$ cat src/rtl/if_fetch_pkg.sv
// Shared definitions for the byte-serial instruction fetch unit: bus widths,
// the zero word and the fetch FSM state encoding.
package if_fetch_pkg;

  localparam int INST_BUS_W      = 32;
  localparam int INST_ADDR_BUS_W = 32;
  localparam logic [INST_BUS_W-1:0] ZERO_WORD = '0;

  // B0..B3 issue the four byte reads, B4 collects the last byte,
  // VALID presents the assembled instruction to decode.
  typedef enum logic [2:0] {
    ST_B0    = 3'd0,
    ST_B1    = 3'd1,
    ST_B2    = 3'd2,
    ST_B3    = 3'd3,
    ST_B4    = 3'd4,
    ST_VALID = 3'd5
  } fetch_state_e;

  // Redirect targets are forced onto a word boundary.
  function automatic logic [INST_ADDR_BUS_W-1:0] word_align(
    input logic [INST_ADDR_BUS_W-1:0] addr
  );
    return addr & ~32'd3;
  endfunction

endpackage

$ cat src/rtl/if_fetch_if.sv
// Signal bundle between the fetch unit, the byte RAM port and decode.
// Handshake: inst_valid_o is held high with inst_o/pc_o stable until a rising
// clock edge sees id_ready_i=1 (transfer), unless jump_i=1 on that edge, which
// discards the instruction without a transfer.
interface if_fetch_if;
  import if_fetch_pkg::*;

  logic                       jump_i;
  logic [INST_ADDR_BUS_W-1:0] jump_addr_i;
  logic                       mem_busy_i;
  logic [7:0]                 mem_data_i;
  logic                       mem_req_o;
  logic [INST_ADDR_BUS_W-1:0] mem_addr_o;
  logic                       id_ready_i;
  logic                       inst_valid_o;
  logic [INST_BUS_W-1:0]      inst_o;
  logic [INST_ADDR_BUS_W-1:0] pc_o;

  // Fetch unit side.
  modport slave (
    input  jump_i, jump_addr_i, mem_busy_i, mem_data_i, id_ready_i,
    output mem_req_o, mem_addr_o, inst_valid_o, inst_o, pc_o
  );

  // Environment side (decode + RAM).
  modport master (
    output jump_i, jump_addr_i, mem_busy_i, mem_data_i, id_ready_i,
    input  mem_req_o, mem_addr_o, inst_valid_o, inst_o, pc_o
  );

endinterface

$ cat src/rtl/if_fetch.sv
// Instruction fetch over an 8-bit RAM port: four little-endian byte reads
// build one 32-bit instruction, which is then held for decode. Redirects and
// load/store contention restart the word from its first byte.
module if_fetch
  import if_fetch_pkg::*;
(
  input  logic         clk,
  input  logic         rst,
  if_fetch_if.slave    bus,
  output fetch_state_e dbg_state
);

  fetch_state_e               state_q, state_d;
  logic [INST_ADDR_BUS_W-1:0] pc_q, pc_d;
  logic [INST_BUS_W-1:0]      buf_q, buf_d;
  logic                       rd_req;
  logic [INST_ADDR_BUS_W-1:0] rd_addr;

  // State, fetch address and byte buffer; reset aborts any fetch at once.
  always_ff @(posedge clk or negedge rst) begin
    if (!rst) begin
      state_q <= ST_B0;
      pc_q    <= ZERO_WORD;
      buf_q   <= ZERO_WORD;
    end else begin
      state_q <= state_d;
      pc_q    <= pc_d;
      buf_q   <= buf_d;
    end
  end

  // Next state, byte capture and read issue; a redirect overrides everything.
  always_comb begin
    state_d = state_q;
    pc_d    = pc_q;
    buf_d   = buf_q;
    rd_req  = 1'b0;
    rd_addr = ZERO_WORD;
    if (bus.jump_i) begin
      state_d = ST_B0;
      pc_d    = word_align(bus.jump_addr_i);
      buf_d   = ZERO_WORD;
    end else begin
      case (state_q)
        ST_B0: begin
          if (!bus.mem_busy_i) begin
            rd_req  = 1'b1;
            rd_addr = pc_q;
            state_d = ST_B1;
          end
        end
        ST_B1: begin
          if (bus.mem_busy_i) begin
            state_d = ST_B0;
            buf_d   = ZERO_WORD;
          end else begin
            rd_req      = 1'b1;
            rd_addr     = pc_q + 32'd1;
            buf_d[7:0]  = bus.mem_data_i;
            state_d     = ST_B2;
          end
        end
        ST_B2: begin
          if (bus.mem_busy_i) begin
            state_d = ST_B0;
            buf_d   = ZERO_WORD;
          end else begin
            rd_req      = 1'b1;
            rd_addr     = pc_q + 32'd2;
            buf_d[15:8] = bus.mem_data_i;
            state_d     = ST_B3;
          end
        end
        ST_B3: begin
          if (bus.mem_busy_i) begin
            state_d = ST_B0;
            buf_d   = ZERO_WORD;
          end else begin
            rd_req       = 1'b1;
            rd_addr      = pc_q + 32'd3;
            buf_d[23:16] = bus.mem_data_i;
            state_d      = ST_B4;
          end
        end
        ST_B4: begin
          // The last read was issued in B3; its byte arrives now.
          buf_d[31:24] = bus.mem_data_i;
          state_d      = ST_VALID;
        end
        ST_VALID: begin
          if (bus.id_ready_i) begin
            pc_d    = pc_q + 32'd4;
            state_d = ST_B0;
          end
        end
        default: begin
          state_d = ST_B0;
        end
      endcase
    end
  end

  // Outputs decoded from state; the read port is quiet while reset is held.
  always_comb begin
    bus.mem_req_o    = rst & rd_req;
    bus.mem_addr_o   = (rst & rd_req) ? rd_addr : ZERO_WORD;
    bus.inst_valid_o = (state_q == ST_VALID);
    bus.inst_o       = (state_q == ST_VALID) ? buf_q : ZERO_WORD;
    bus.pc_o         = (state_q == ST_VALID) ? (pc_q + 32'd4) : ZERO_WORD;
    dbg_state        = state_q;
  end

endmodule

$ cat src/flat_wrapper.sv
// flat-port wrapper written by rule: the top's interface ports become plain ports
module if_fetch_flat import if_fetch_pkg::*;
  (clk, rst, dbg_state, bus_jump_i, bus_jump_addr_i, bus_mem_busy_i, bus_mem_data_i, bus_id_ready_i, bus_mem_req_o, bus_mem_addr_o, bus_inst_valid_o, bus_inst_o, bus_pc_o);
  if_fetch_if bus_i ();
  input  logic clk;
  input  logic rst;
  output fetch_state_e dbg_state;
  input wire logic [$bits(bus_i.jump_i)-1:0] bus_jump_i;
  input wire logic [$bits(bus_i.jump_addr_i)-1:0] bus_jump_addr_i;
  input wire logic [$bits(bus_i.mem_busy_i)-1:0] bus_mem_busy_i;
  input wire logic [$bits(bus_i.mem_data_i)-1:0] bus_mem_data_i;
  input wire logic [$bits(bus_i.id_ready_i)-1:0] bus_id_ready_i;
  output wire logic [$bits(bus_i.mem_req_o)-1:0] bus_mem_req_o;
  output wire logic [$bits(bus_i.mem_addr_o)-1:0] bus_mem_addr_o;
  output wire logic [$bits(bus_i.inst_valid_o)-1:0] bus_inst_valid_o;
  output wire logic [$bits(bus_i.inst_o)-1:0] bus_inst_o;
  output wire logic [$bits(bus_i.pc_o)-1:0] bus_pc_o;
  assign bus_i.jump_i = bus_jump_i;
  assign bus_i.jump_addr_i = bus_jump_addr_i;
  assign bus_i.mem_busy_i = bus_mem_busy_i;
  assign bus_i.mem_data_i = bus_mem_data_i;
  assign bus_i.id_ready_i = bus_id_ready_i;
  assign bus_mem_req_o = bus_i.mem_req_o;
  assign bus_mem_addr_o = bus_i.mem_addr_o;
  assign bus_inst_valid_o = bus_i.inst_valid_o;
  assign bus_inst_o = bus_i.inst_o;
  assign bus_pc_o = bus_i.pc_o;
  if_fetch u_core (.clk(clk), .rst(rst), .bus(bus_i), .dbg_state(dbg_state));
endmodule
$ cat config.mk
export PLATFORM = sky130hd
export DESIGN_NAME = if_fetch_flat
export DESIGN_NICKNAME = d
export VERILOG_FILES = /design/src/rtl/if_fetch_pkg.sv /design/src/rtl/if_fetch_if.sv /design/src/rtl/if_fetch.sv /design/src/flat_wrapper.sv
export SDC_FILE = /design/constraint.sdc
export NUM_CORES = 1
export LEC_CHECK = 0
export CORE_MARGIN = 3
export CORE_UTILIZATION = 30
export DETAILED_ROUTE_END_ITERATION = 8
export GPL_TIMING_DRIVEN = 0
export PLACE_DENSITY_LB_ADDON = 0.05
export SETUP_SLACK_MARGIN = 0.15
export SLEW_MARGIN = 5
export SYNTH_ARGS = -nofsm -noshare
export SYNTH_HDL_FRONTEND = slang
export SYNTH_SLANG_ARGS = --single-unit
$ cat constraint.sdc
create_clock -name clk -period 2.05 [get_ports clk]
set_clock_uncertainty 0.05 [all_clocks]
set_input_delay 0.41 -clock clk [delete_from_list [all_inputs] [get_ports clk]]
set_output_delay 0.41 -clock clk [all_outputs]
set_load 0.05 [all_outputs]
---- Word level (Yosys, flattened, before mapping) ----
Cells that the tools add are included.
storage, ports and cells
  logic and storage cells ................. 62
  bits in registers ....................... 67
cells by class
  reductions and logical operators ........ 12
  $add $sub $neg .......................... 4
  bitwise operators ....................... 1
  equal/unequal tests ..................... 10
  multiplexer cells ....................... 29
operators with widths
  operator               number
  $mux 32                12
  $pmux 32 s4            1
  $pmux 24 s3            1
  $add 32x2->32 const B  2
  $add 32x1->32 const B  1
  $add 32x3->32 const B  1
  $pmux 8 s4             1
  $mux 24                1
  $pmux 3 s6             1
  $mux 16                1
  $mux 8                 2
  $ne 3x3->1 const B     5
  $mux 3                 4
  $reduce_and 3->1       3
  $eq 3x2->1 const B     2
  $eq 3x3->1 const B     2
  $reduce_bool 5->1      1
  $mux 2                 2
  $reduce_and 2->1       2
  $reduce_and 4->1       1
  $reduce_bool 2->1      2
  $reduce_bool 4->1      1
  $reduce_or 4->1        1
  $eq 3x1->1 const B     1
  other kinds (3)        5

---- Longest topological paths before layout ----
Gate-level depths: netlist (run 1).
  depth in word-level cells ............... 6
  gate-level depth with buffers ........... 7
  mapped depth without buffers ............ 6

---- Worst setup path before layout (run 1) ----
OpenSTA, ideal clock, no wires.
  kind .................................... flip-flop to output port
  start ................................... register u_core.state_q[2], in the netlist u_core.dbg_state[2]
  end ..................................... output bus_mem_addr_o[22]
  cell stages (with the launch flop) ...... 5
  arrival time ............................ 2.497 ns
  data required time ...................... 1.590 ns
  path slack .............................. -0.907 ns
  cells stage by stage .................... dfrtp_1 > buf_2 > nor4b_1 > clkbuf_1 > and2_1
on the way
  cells in the longest elaborated chain, start to end .. 6
ends and longest elaborated chain
  item                                      RTL line            text
  start, declared                           if_fetch.sv:13      fetch_state_e state_q, state_d;
  start signal, assigned                    if_fetch.sv:26      state_q <= state_d;
  $eq 3x1->1, or another cell as far along  if_fetch.sv:44      case (state_q)
  $reduce_or 4->1 (no source line) (*)      --
  $mux 1 (*)                                --
  $mux 1 (*)                                if_fetch.sv:39      if (bus.jump_i) begin
  $and 1x1->1 (*)                           --
  named net bus_mem_req_o                   flat_wrapper.sv:13  output wire logic [$bits(bus_i.mem_req_o)-1:0] bus_mem_req_o;
  $mux 32 (*)                               if_fetch.sv:106     bus.mem_addr_o = (rst & rd_req) ? rd_addr : ZERO_WORD;
  end, declared                             flat_wrapper.sv:14  output wire logic [$bits(bus_i.mem_addr_o)-1:0] bus_mem_addr_o;
The timed path passes the listed nets; every way through them passes the cells marked *.

---- Worst setup path after layout (run 1) ----
  start ................................... register u_core.pc_q[2]
  end ..................................... output bus_pc_o[26]
on the way
  cells in the longest elaborated chain, start to end .. 2
ends and longest elaborated chain
  item                    RTL line            text
  start, declared         if_fetch.sv:14      logic [INST_ADDR_BUS_W-1:0] pc_q, pc_d;
  start signal, assigned  if_fetch.sv:27      pc_q <= pc_d;
  $add 32x3->32           if_fetch.sv:109     bus.pc_o = (state_q == ST_VALID) ? (pc_q + 32'd4) : ZERO_WORD;
  $mux 32                 if_fetch.sv:109
  end, declared           flat_wrapper.sv:17  output wire logic [$bits(bus_i.pc_o)-1:0] bus_pc_o;
Every way passes these cells.

==> results of run 1 <==
-- how the worst max path moves through the flow --
stage,from,end,slack [ps],depth (start not counted)
after floorplan,u_core.pc_q[2],bus_pc_o[26],-110,7
after global placement,rst,bus_mem_addr_o[22],-3730,5
after detailed placement,bus_mem_busy_i,bus_mem_addr_o[22],-1310,6
after CTS,u_core.pc_q[2],bus_pc_o[26],-680,8
after global routing,u_core.pc_q[2],bus_pc_o[26],-750,8
final,u_core.pc_q[2],bus_pc_o[26],-690,8
-- logic make-up after synthesis --
family / Yosys count / share of synthesized area [%]
mux: 3 / 0.742
simple gates: 247 / 31.8
xor+xnor: 57 / 11.8
other cells: 1 / 0.0889
compound gates: 69 / 10.4
flops: 65 / 38.6
fa+ha+maj: 1 / 0.297
buf+inv: 57 / 6.29
-- cells in the final DEF, fill, tap and decap left out, drive strengths merged, types with 2 or more instances in the layout --
master         instances
nor4b                  2
clkdlybuf4s50         39
clkbuf                28
or3                    3
buf                  239
dfrtp                 65
inv                   11
nand4b                 2
clkinvlp               3
dlygate4sd2            5
nor3                   5
nor3b                  2
nand3                 27
clkinv                 3
nand4                 19
conb                   2
and3                  29
nand2b                 2
a21oi                  4
nor4                   5
xnor2                 22
nor2b                  3
and2                  35
mux2i                  2
nor2                  55
xor2                  35
and4                   2
nand2                 52
o21ai                 39
a22o                  24
-- synth_stat cells (all sizes together) (3+ instances only) --
| library cell | n |
|---|---|
| inv | 12 |
| clkbuf | 24 |
| and3 | 29 |
| a21oi | 4 |
| and2 | 35 |
| nand3 | 27 |
| xnor2 | 22 |
| a22o | 24 |
| nand4 | 19 |
| nor4 | 5 |
| nor2 | 55 |
| nor3 | 5 |
| or3 | 3 |
| nor2b | 3 |
| dfrtp | 65 |
| xor2 | 35 |
| nand2 | 52 |
| buf | 21 |
| o21ai | 39 |
-- stage by stage --
stage | area (um2) | hold WS [ps] | setup TNS, ps | total power, mW
after floorplan | 4830 | 64.4 | -2260 | 1.86
after global placement | 6460 | 425 | -311990 | 2.12
after detailed placement | 6490 | 253 | -104670 | 2.13
after CTS | 8320 | 83.2 | -24370 | 3.88
after global routing | 9140 | 94.9 | -36820 | 4.14
final | 9140 | 91.7 | -29320 | 3.99
-- tightest hold or removal path: cells and delay by family --
kind | cells | cell delay [ps]
buf+inv | 3 | 410
-- repair_timing --
item / in CTS / in global routing
gates resized for setup: 860 / 141
gates cloned: 7 / 4
setup buffers: 59 / 44
setup endpoints to repair: 164 / 154
endpoints found under the hold margin: 15 / 0
pin swaps: 36 / 55
hold buffers: 2 / 0
-- per-layer routing --
layer	GRT usage, %	vias up
li1	-	2225
met1	27.2	2363
met2	35.8	198
met3	4.46	35
met4	8.96	0
met5	0	-
-- area by class of cell --
cell class                 instances  area [um2]  area share (%)
sequential                        65        1640            18.0
clock buffer                      10         239            2.62
timing repair buffer             258        3040            33.2
buffer                            45         558            6.11
inverter                          12        48.8           0.534
multi-input combinational        379        3320            36.4
clock inverter                     6        67.6           0.739
tap                              176         220            2.41
-- sequential cells by signal, indices dropped and copies added, names as in the netlist --
register / cells
u_core.dbg_state: 3
u_core.buf_q: 32
u_core.pc_q: 30
-- power groups by stage --
stage               Sequential (mW)  Combinational [mW]  Clock, mW
global route                   1.43                1.02       1.68
CTS                            1.42               0.834       1.62
finish                         1.43               0.960       1.60
global placement               1.44               0.676          0
detailed placement             1.44               0.686          0
floorplan                      1.43               0.428          0
==> run summary, run 1 <==
The run finished, with violations left. The final reports fail on setup timing. The initial utilization of the core area, before any placement, comes to 31.2%. The run gives 21.5% as the global router's overall resource usage. Most frequently used flop master after synthesis: sky130_fd_sc_hd__dfrtp_1.

Number of buffers created by CTS: 9. The worst register-to-register path begins at u_core.pc_q[24]. Setup repair after global routing could not meet its margin everywhere. The worst reg-to-reg setup slack came out at -440 ps. Across the run, the number of max-cap violations was 0.

The logs give 2280 ps for the arrival time reported for the critical path endpoint and 0.365 GHz for the maximum operating frequency. The final antenna diode count is 0, and the global-route wire length before repair is 26600 um. The share of total power consumed by net switching was 30.3%. The run gives 995 as the filler cell count in the final layout. Wires add up to 18200 um. The analysis attributes to net switching a power of 1.21 mW.

Sorting the synthesized cells by area gives the leading types as sky130_fd_sc_hd__dfrtp_1, sky130_fd_sc_hd__xor2_1, sky130_fd_sc_hd__and2_1. The y dimension of the die works out to 125 um. Type of the worst min-delay path: in -> async. STA classifies the critical path endpoint as an output pin. The run gives 302 as the number of DRC markers in iteration 0. In this run the worst path has a maximum fanout of 5. The detailed-router iteration count before antenna repair came out at 5. The slowest cell on the critical path is sky130_fd_sc_hd__nor4_4. The number of standard cells in the layout, taps in and fillers out came out at 951. On the worst path, the slowest cell contributes a delay of 420 ps.

For the worst setup path, the data required time is 1590 ps. Across all layers, the routed design uses 4821 vias. Type of origin of the critical path: a flop. The tools report the final setup violation count as 121. Dividing the detail-routed via count by the number of cells gives 5.07. The critical path goes through ha_4 > nand4_1 > nor4_4 > buf_6 > nand4_1 > xor2_2 > nor2_4 > buf_6. In this run the tightest slew margin relative to its limit is 47.0%. Leftover overflow at the end of global routing: 0.

Number of enable flip-flop cells after synthesis: 0. The internal power of the cells totals 2.78 mW. The number of sinks on the clock net was 65.

The cell type with the largest total area after synthesis is sky130_fd_sc_hd__dfrtp_1. The final critical path takes up 133% of the cycle. In this run the static leakage power is 3.84 nW. The logs give 40.1% for the portion of total power attributed to the clock network and 4818 for the number of global-route vias before repair. The clock transition time at the flip-flop clock pins of the worst setup and hold paths was 50 ps; the number of placement rows was 42. For the mapped cell area, the log shows 4220 um2. The critical path is of the reg -> out type. The peak supply drop is 0.348 mV.

The worst reg-to-reg path cell count is 18, and the fraction of synthesized cell area taken by the top area cell type is 38.6%. The met1 wire length was 7330 um. At the pin with the least slew margin, the transition time is 792 ps. In this run the top signal layer used is met4. The endpoint of the lowest-slack register-to-register path was u_core.pc_q[29]. The core area was 13500 um2; the time the final worst path needs with I/O delays and setup was 2740 ps. Worst setup margin: -687 ps. Measured along the x axis, the die boundary spans 125 um.

For the number of max-slew violations in the final report, the log shows 0. The number of buffer and inverter stages on the critical path was 2. TritonCTS built the clock tree. The logs give 0 for the number of antenna-violating nets in the routed design and 0 for the detailed-route DRC error count.

In this run, the combinational gates consume 24.1% of the power. The post-synthesis cell count is 500. Family with the most delay on the worst path: simple AND/OR/NAND/NOR gates. For this design the ratio of total power to cell area is 436 nW/um2.

Once placement completed, the tool counted placed cells totaling 819. Entering global routing, the biggest net connects 26 pins. The clock passes through at most 2 buffers. The sequential power share is 35.8%.

For the post-DP HPWL, the log shows 10600 um. At the placement stage, the worst setup path has a slack of -1310 ps. The count of different cell masters after synthesis was 46; the wire length on met2 was 9170 um.

In this run the count of I/O pins placed on the die edge is 146. The routed wirelength normalized by instance count is 19.1 um. For the post-layout utilization of the core, the log shows 67.7%. During placement, the flow inserted port buffers numbering 141. The run gives 1150 um as the met3 wire length. The final layout contains 816 nets. Of the cells placed in the final design, the portion with a size suffix greater than 1 is 58.6%.

Fraction of the yosys area taken by sequential cells: 38.6%. At the later pin of the worst-skew pair, clock insertion delay measures 340 ps. The number of warnings reported in the yosys synthesis log is 0, and the weighted congestion at the end of routability-driven global placement is 0.817. The synthesized area divided by synthesized cell count came out at 8.43 um2. The H-tree generated during clock tree synthesis spans 3 levels.

The tools report the library cell used as clock root buffer as sky130_fd_sc_hd__clkbuf_16. The tools report the initial antenna violation count as 0. Synthesis inferred 65 register bits. The floorplan step defined a die boundary enclosing 15500 um2.

Counting flops with an async set or reset pin after synthesis yields a share of 100%. The relative area change from synthesis to final layout is 117%, and the final number of hold-violating endpoints is 0.
(Power assumes the default switching activity.)
==> run 2, diff against run 1 <==
--- a/config.mk
+++ b/config.mk
@@ -5,7 +5,7 @@
 export SDC_FILE = /design/constraint.sdc
 export NUM_CORES = 1
 export LEC_CHECK = 0
-export CORE_MARGIN = 3
+export CORE_MARGIN = 2
 export CORE_UTILIZATION = 30
 export DETAILED_ROUTE_END_ITERATION = 8
 export GPL_TIMING_DRIVEN = 0
==> run 2 against run 1 <==
Against the previous run:
- the run still ends with setup timing left
- sequential power hardly changed
- final cell count is 0.11% higher
- core utilization down 1.2 points
- sequential share of layout area down 0.11 points
- power decreased by 2.9%
- die area shrank 3.2%
- setup slack improved by 73 ps
- hold slack worse by 50 ps
- register-to-register slack better by 150 ps
- final area rose by 0.55%
- count of clock-buffer cells in the layout unchanged
- routed wire length shrank 4.7%
- critical path type unchanged
- largest power group unchanged
==> run summary, run 2 (same netlist as run 1, synthesis figures left out) <==
The run finished, with violations left. The checks that failed: setup timing. Entering global routing, the biggest net connects 26 pins. The logs give 2 for the worst-case clock buffer depth and 10500 um for the post-DP HPWL. The via count is 4703. After detailed routing, the number of remaining DRC violations is 0. More flip-flops sit in one register than any other, and that register is u_core.buf_q.

The routed wirelength normalized by instance count was 18.2 um; the register cell area after layout was 1640 um2. TritonCTS built the clock tree. The tools report the number of maximum-capacitance constraint violations as 0. For the final net count, the log shows 814. The clock transition time at the flip-flop clock pins of the worst setup and hold paths was 60 ps. OpenSTA, run right after detailed placement, puts the worst setup slack at -1310 ps. The flip-flop count of the largest register, all copies and words added works out to 32. In the layout the commonest cells are sky130_fd_sc_hd__buf_8, sky130_fd_sc_hd__buf_6, sky130_fd_sc_hd__buf_4, sky130_fd_sc_hd__dfrtp_1, sky130_fd_sc_hd__nor2_4.

After routing, the total negative slack on setup checks comes to -31190 ps. The tools report the effective utilization at floorplan as 30.5%. For the detailed-router iteration count before antenna repair, the log shows 4.

The number of antenna diodes in the final layout is 0. The tightest min-delay check is of the in -> async type. Data arrives at the worst endpoint at 2200 ps. Of the cells placed in the final design, the portion with a size suffix greater than 1 is 60.4%. Routability-driven placement finished with a final weighted congestion of 0.856. The core area was 13800 um2; the actual slew at the worst max-slew pin was 1040 ps. The width of the die was 123 um; the number of standard cells in the layout, taps in and fillers out was 952.

The floorplan step set the die height to 123 um. Input and output buffers added on the ports amount to 141. The run gives 0.337 mV as the peak supply drop.

The run gives 9 as the number of buffers created by CTS. Setup repair after global routing could not meet its margin everywhere. Maximum fanout along the worst path: 5.

The worst setup path is launched from a flop. In the routed layout, each cell is associated on average with a via count of 4.94. Dividing total power by cell area gives a power density of 421 nW/um2.

The worst setup path is captured at an output pin. For this design the top-level I/O count stands at 146. The global-route wire length before repair came out at 25900 um. Number of placement rows: 43. For this run, the share of the core covered by cells in the final layout is 66.4%. The number of DRC markers in iteration 0 was 281; the worst slew margin relative to its limit was 30.6%.

For this run the aggregate overflow at the end of global routing stands at 0. For the endpoint required time on the critical path, the log shows 1590 ps. The worst setup margin is -614 ps, and the floorplan die area is 15000 um2. After detailed placement, the design holds a cell count of 823. The final critical path takes up 130% of the cycle.

The area of the multi-input gates is 3420 um2, and the number of sinks on the clock net is 65. The most common library cell in the layout ignoring fill and taps was sky130_fd_sc_hd__buf_8. The category of the most critical setup path is reg -> out.

The tools report the library cell used as clock root buffer as sky130_fd_sc_hd__clkbuf_16. The run gives 0 as the initial antenna violation count. The number of global-route vias before repair is 4707.

Across every metal layer, demand over resource in global routing totals 22.7%. The logs give 3 for the deepest level of the CTS H-tree and 330 ps for the clock latency at the later pin of the worst-skew pair. For this run, the top clock speed supported by timing is 0.375 GHz. Setup violations remaining at the end of the flow were counted as 135. Aggregate routed wire length: 17300 um. The filler cell count in the final layout is 1100. For the final number of hold-violating endpoints, the log shows 0. From synthesis to final layout, the design area changed by 118%. Once detail routing completed, the nets flagged for antenna violations numbered 0.

In this run the static leakage power is 3.90 nW. The time the final worst path needs with I/O delays and setup is 2660 ps, and the number of max-slew violations in the final report is 0.
-- run 2: cell count changes in the layout (fill, tap and decap cells not counted), sizes merged --
| cell | previous run | this run |
|---|---|---|
| clkbuf | 28 | 30 |
| dlymetal6s4s | 0 | 1 |
| clkinvlp | 3 | 4 |
| clkinv | 3 | 2 |
| dlygate4sd3 | 1 | 0 |
| buf | 239 | 235 |
| bufinv | 1 | 0 |
-- run 2: per-layer routing --
metal | vias up | share of wire [%] | global-route usage, %
met2 | 132 | 53 | 39.4
met5 | - | 0 | 0
met4 | 0 | 1.5 | 6.32
met3 | 18 | 4.8 | 3.62
li1 | 2225 | - | -
met1 | 2328 | 40 | 29.3
-- run 2: per-stage QoR --
stage                     total power, mW  cell area [um2]  hold slack, ps
final                                3.87             9190            41.9
after CTS                            3.76             8380            45.2
after detailed placement             2.12             6490             303
after floorplan                      1.86             4830            64.4
after global placement               2.11             6470             428
after global routing                 4.01             9190            56.5
-- run 2: worst paths after layout --
check / start / slack (ps) / end / cells after the start
max: u_core.pc_q[2] / -610 / bus_pc_o[26] / 8
min: rst / 40 / u_core.buf_q[7] / 3
max reg2reg: u_core.pc_q[17] / -290 / u_core.pc_q[31] / 15
min reg2reg: u_core.buf_q[16] / 450 / u_core.buf_q[16] / 1
max in group asynchronous: rst / 740 / u_core.pc_q[26] / 3
min in group clk: u_core.buf_q[16] / 450 / u_core.buf_q[16] / 1
-- run 2: power breakdown --
part,switching [mW],internal (mW)
clock,0.603,0.840
combinational,0.523,0.477
sequential,0.0722,1.36
-- run 2: timing repair --
item	4_1_cts	5_1_grt
gates resized for setup	872	157
endpoints found under the hold margin	25	0
pin swaps	43	59
hold buffers	3	0
setup buffers	64	37
setup endpoints to repair	163	155
gates cloned	9	1
-- run 2: final cells by class --
class                      instances  share of cell area [%]
timing repair buffer             256                    32.9
clock inverter                     5                   0.354
clock buffer                      10                    2.60
sequential                        65                    17.9
inverter                          12                   0.531
multi-input combinational        379                    37.3
tap                              180                    2.45
buffer                            45                    6.01
-- run 2: critical path: stages, from the launching register on --
cell                      delay (ps)
sky130_fd_sc_hd__dfrtp_2         390
sky130_fd_sc_hd__ha_4            150
sky130_fd_sc_hd__nand4_1         210
sky130_fd_sc_hd__nor4_4          390
sky130_fd_sc_hd__buf_6           180
sky130_fd_sc_hd__nand4_1         120
sky130_fd_sc_hd__xor2_2          190
sky130_fd_sc_hd__nor2_4          100
sky130_fd_sc_hd__buf_8           150
==> run 3, diff against run 2 <==
--- a/config.mk
+++ b/config.mk
@@ -11,6 +11,7 @@
 export GPL_TIMING_DRIVEN = 0
 export PLACE_DENSITY_LB_ADDON = 0.05
 export SETUP_SLACK_MARGIN = 0.15
+export SKIP_LAST_GASP = 1
 export SLEW_MARGIN = 5
 export SYNTH_ARGS = -nofsm -noshare
 export SYNTH_HDL_FRONTEND = slang
==> constraint.sdc (replaced) <==
create_clock -name clk -period 2.7 [get_ports clk]
set_clock_uncertainty 0.05 [all_clocks]
set_input_delay 0.54 -clock clk [delete_from_list [all_inputs] [get_ports clk]]
set_output_delay 0.54 -clock clk [all_outputs]
set_load 0.05 [all_outputs]
==> run 3 against run 2 <==
Against the previous run:
- the flow still finishes with violations (setup timing)
- power is 26% lower
- global-route usage decreased by 2.1 points
- final cell count is 5.7% lower
- die area stayed put
- flip-flop and latch count stayed put
- combinational power is 40% lower
- non-clock buffer count fell by 56
- critical path depth up 1
- critical path type unchanged
- critical endpoint unchanged
- largest cell class is now multi-input combinational cells
==> run summary, run 3 (same netlist as run 1, synthesis figures left out) <==
The flow ran to the end, but the final reports show violations. The final reports fail on setup timing. At the end of the flow the core is filled with cells to 51.8%.

The count of cells in the finished layout, fillers not included, comes to 898. The logs give 0.243 mV for the peak supply drop and 0.829 for the weighted congestion at the end of routability-driven global placement. After the last flow step, the layout net total stands at 758. The detailed-route DRC error count was 0. Layer carrying the most global-route usage: met2. The type of origin of the critical path was a flop.

The register with the most flip-flops in the layout has 32 of them. During I/O placement, the number of pins put on the boundary was 146. The critical path is of the reg -> out type.

The final setup violation count was 4. For the final total negative setup slack, the log shows -131 ps. The path class of the tightest hold or removal check is in -> async. The maximum operating frequency is 0.361 GHz, and the detailed-router iteration count before antenna repair is 7.

In the layout the commonest cells are sky130_fd_sc_hd__buf_4, sky130_fd_sc_hd__dfrtp_1, sky130_fd_sc_hd__nand2_1, sky130_fd_sc_hd__buf_6, sky130_fd_sc_hd__clkdlybuf4s50_1. The leakage dissipation was 3.21 nW; the final period utilization was 103%. For the number of antenna-violating nets in the routed design, the log shows 0. The logs give 29.3% for the met1 track demand over resource and 0 for the final number of hold-violating endpoints. The number of global-route vias before repair was 4316; the aggregate routed wire length was 15400 um. OpenSTA, run right after detailed placement, puts the worst setup slack at -1130 ps. At the worst endpoint, the required time is 2110 ps. Setup repair after global routing could not meet its margin everywhere. For the pin with the worst max-slew slack, the measured transition is 992 ps. The tools report the number of sinks on the clock net as 65. The worst setup path is captured at an output pin. The total overflow left after global routing is 0.

After routing the design area is 7170 um2. Headroom to the max-slew limit came out at 33.4%. For the floorplan die area, the log shows 15000 um2. More flip-flops sit in one register than any other, and that register is u_core.buf_q. For the global router's overall resource usage, the log shows 20.6%. The logs give 26 for the maximum number of pins on one net before global-route repair and 0 for the number of max-slew violations in the final report.

The power per cell area was 402 nW/um2; the post-DP HPWL was 10500 um. Including well taps, the total number of placed cells is 823. The area growth from synthesis to layout is 70.0%. The library cell used as clock root buffer was sky130_fd_sc_hd__clkbuf_16. Row generation in the floorplan step produced 43 rows.

The library cell used most frequently in the layout, excluding fill and tap cells, is sky130_fd_sc_hd__buf_4. The port buffer count works out to 141. TritonCTS built the clock tree. For this configuration, the core starts out at a cell density of 30.5%. In the global route stage, met3 resource usage came out at 3.95%. The global-route wire length before repair is 23700 um.

The first routing iteration left 205 violations. The number of maximum-capacitance constraint violations was 0; the ratio of routed vias to standard cells was 4.92. The clock transition time at the flip-flop clock pins of the worst setup and hold paths is 60 ps. For the met2 track demand over resource, the log shows 31.4%. The y dimension of the die was 123 um; the clock latency at the later pin of the worst-skew pair was 330 ps.

The tools report the deepest level of the CTS H-tree as 3. The placed instances occupy a cell area of 6050 um2. The logs give 2 for the worst-case clock buffer depth and -70.2 ps for the worst setup margin. At the worst endpoint, the arrival time is 2180 ps. The detailed router placed 4415 vias in this run. The number of buffers created by CTS is 9, and the core area is 13800 um2.

For the finished layout, the period the worst path requires is 2770 ps. The maximum fanout along the worst path works out to 5. The routed wirelength normalized by instance count is 17.2 um, and the width of the die is 123 um. For the initial antenna violation count, the log shows 1. The post-route netlist has 41.1% of its cells at a drive strength greater than 1.
## run 3: cell types whose count changed in the layout (fill, tap and decap cells not counted), moves of 20 or more
| cell | previous run | this run |
|---|---|---|
| sky130_fd_sc_hd__and2_4 | 33 | 1 |
| sky130_fd_sc_hd__and2_1 | 2 | 25 |
| sky130_fd_sc_hd__buf_4 | 63 | 83 |
| sky130_fd_sc_hd__nor2_1 | 3 | 25 |
| sky130_fd_sc_hd__and3_4 | 26 | 0 |
| sky130_fd_sc_hd__o21ai_0 | 10 | 33 |
| sky130_fd_sc_hd__buf_6 | 77 | 48 |
| sky130_fd_sc_hd__nor2_4 | 48 | 23 |
| sky130_fd_sc_hd__buf_8 | 86 | 7 |
| sky130_fd_sc_hd__buf_2 | 1 | 27 |
| sky130_fd_sc_hd__o21ai_1 | 27 | 6 |
| sky130_fd_sc_hd__and3_1 | 3 | 29 |
## run 3: path summary, 6_finish.rpt
check | to | from | cells past startpoint | slack, ps
worst max-delay path | bus_pc_o[26] | u_core.pc_q[3] | 9 | -70
worst min-delay path | u_core.pc_q[27] | rst | 2 | 90
worst max register to register | u_core.pc_q[12] | u_core.pc_q[3] | 9 | 550
worst min register to register | u_core.buf_q[17] | u_core.buf_q[17] | 1 | 440
max in group asynchronous | u_core.pc_q[20] | rst | 2 | 1120
min in group clk | u_core.buf_q[17] | u_core.buf_q[17] | 1 | 440
## run 3: critical path, cell delays in order, from the launching register on
cell	delay, ps
sky130_fd_sc_hd__dfrtp_1	350
sky130_fd_sc_hd__buf_4	120
sky130_fd_sc_hd__ha_4	130
sky130_fd_sc_hd__nand4_1	200
sky130_fd_sc_hd__nor4_4	280
sky130_fd_sc_hd__buf_6	180
sky130_fd_sc_hd__nand4_1	130
sky130_fd_sc_hd__xor2_2	220
sky130_fd_sc_hd__nor2_4	90
sky130_fd_sc_hd__buf_6	160
## run 3: power breakdown
group / leakage [nW] / internal [mW] / switching, mW / total (mW)
logic: 2.23 / 0.273 / 0.327 / 0.600
registers: 0.835 / 1.03 / 0.0502 / 1.08
clock network: 0.145 / 0.741 / 0.461 / 1.20
## run 3: metal layers
| metal | wire [um] | part of all wire [%] | vias to the layer above |
|---|---|---|---|
| li1 | - | - | 2113 |
| met4 | 362 | 2.3 | 0 |
| met5 | 0 | 0 | - |
| met1 | 7140 | 46 | 2148 |
| met3 | 931 | 6.0 | 21 |
| met2 | 7000 | 45 | 133 |
## run 3: area by class of cell
type	count	area, um2
diodes	1	2.50
plain buffers	45	388
clock buffers	10	239
clock inverters	6	67.6
fillers	1327	6660
inverters	12	45.0
multi-input cells	379	2740
flip-flops and latches	65	1640
well taps	180	225
repair buffers	200	1820
## run 3: metrics by stage
step	hold slack, ps	power (mW)
after CTS	7.38	2.84
after floorplan	194	1.37
after global routing	89.0	3.00
after detailed placement	400	1.57
after global placement	424	1.56
final	93.9	2.88
## run 3: repair_timing
action / in CTS / in global routing
gates resized for setup: 601 / 98
cloned: 6 / 1
setup endpoints to repair: 96 / 88
hold endpoints to repair: 0 / 17
pin swaps: 15 / 24
hold buffers: 0 / 1
setup buffers: 25 / 25
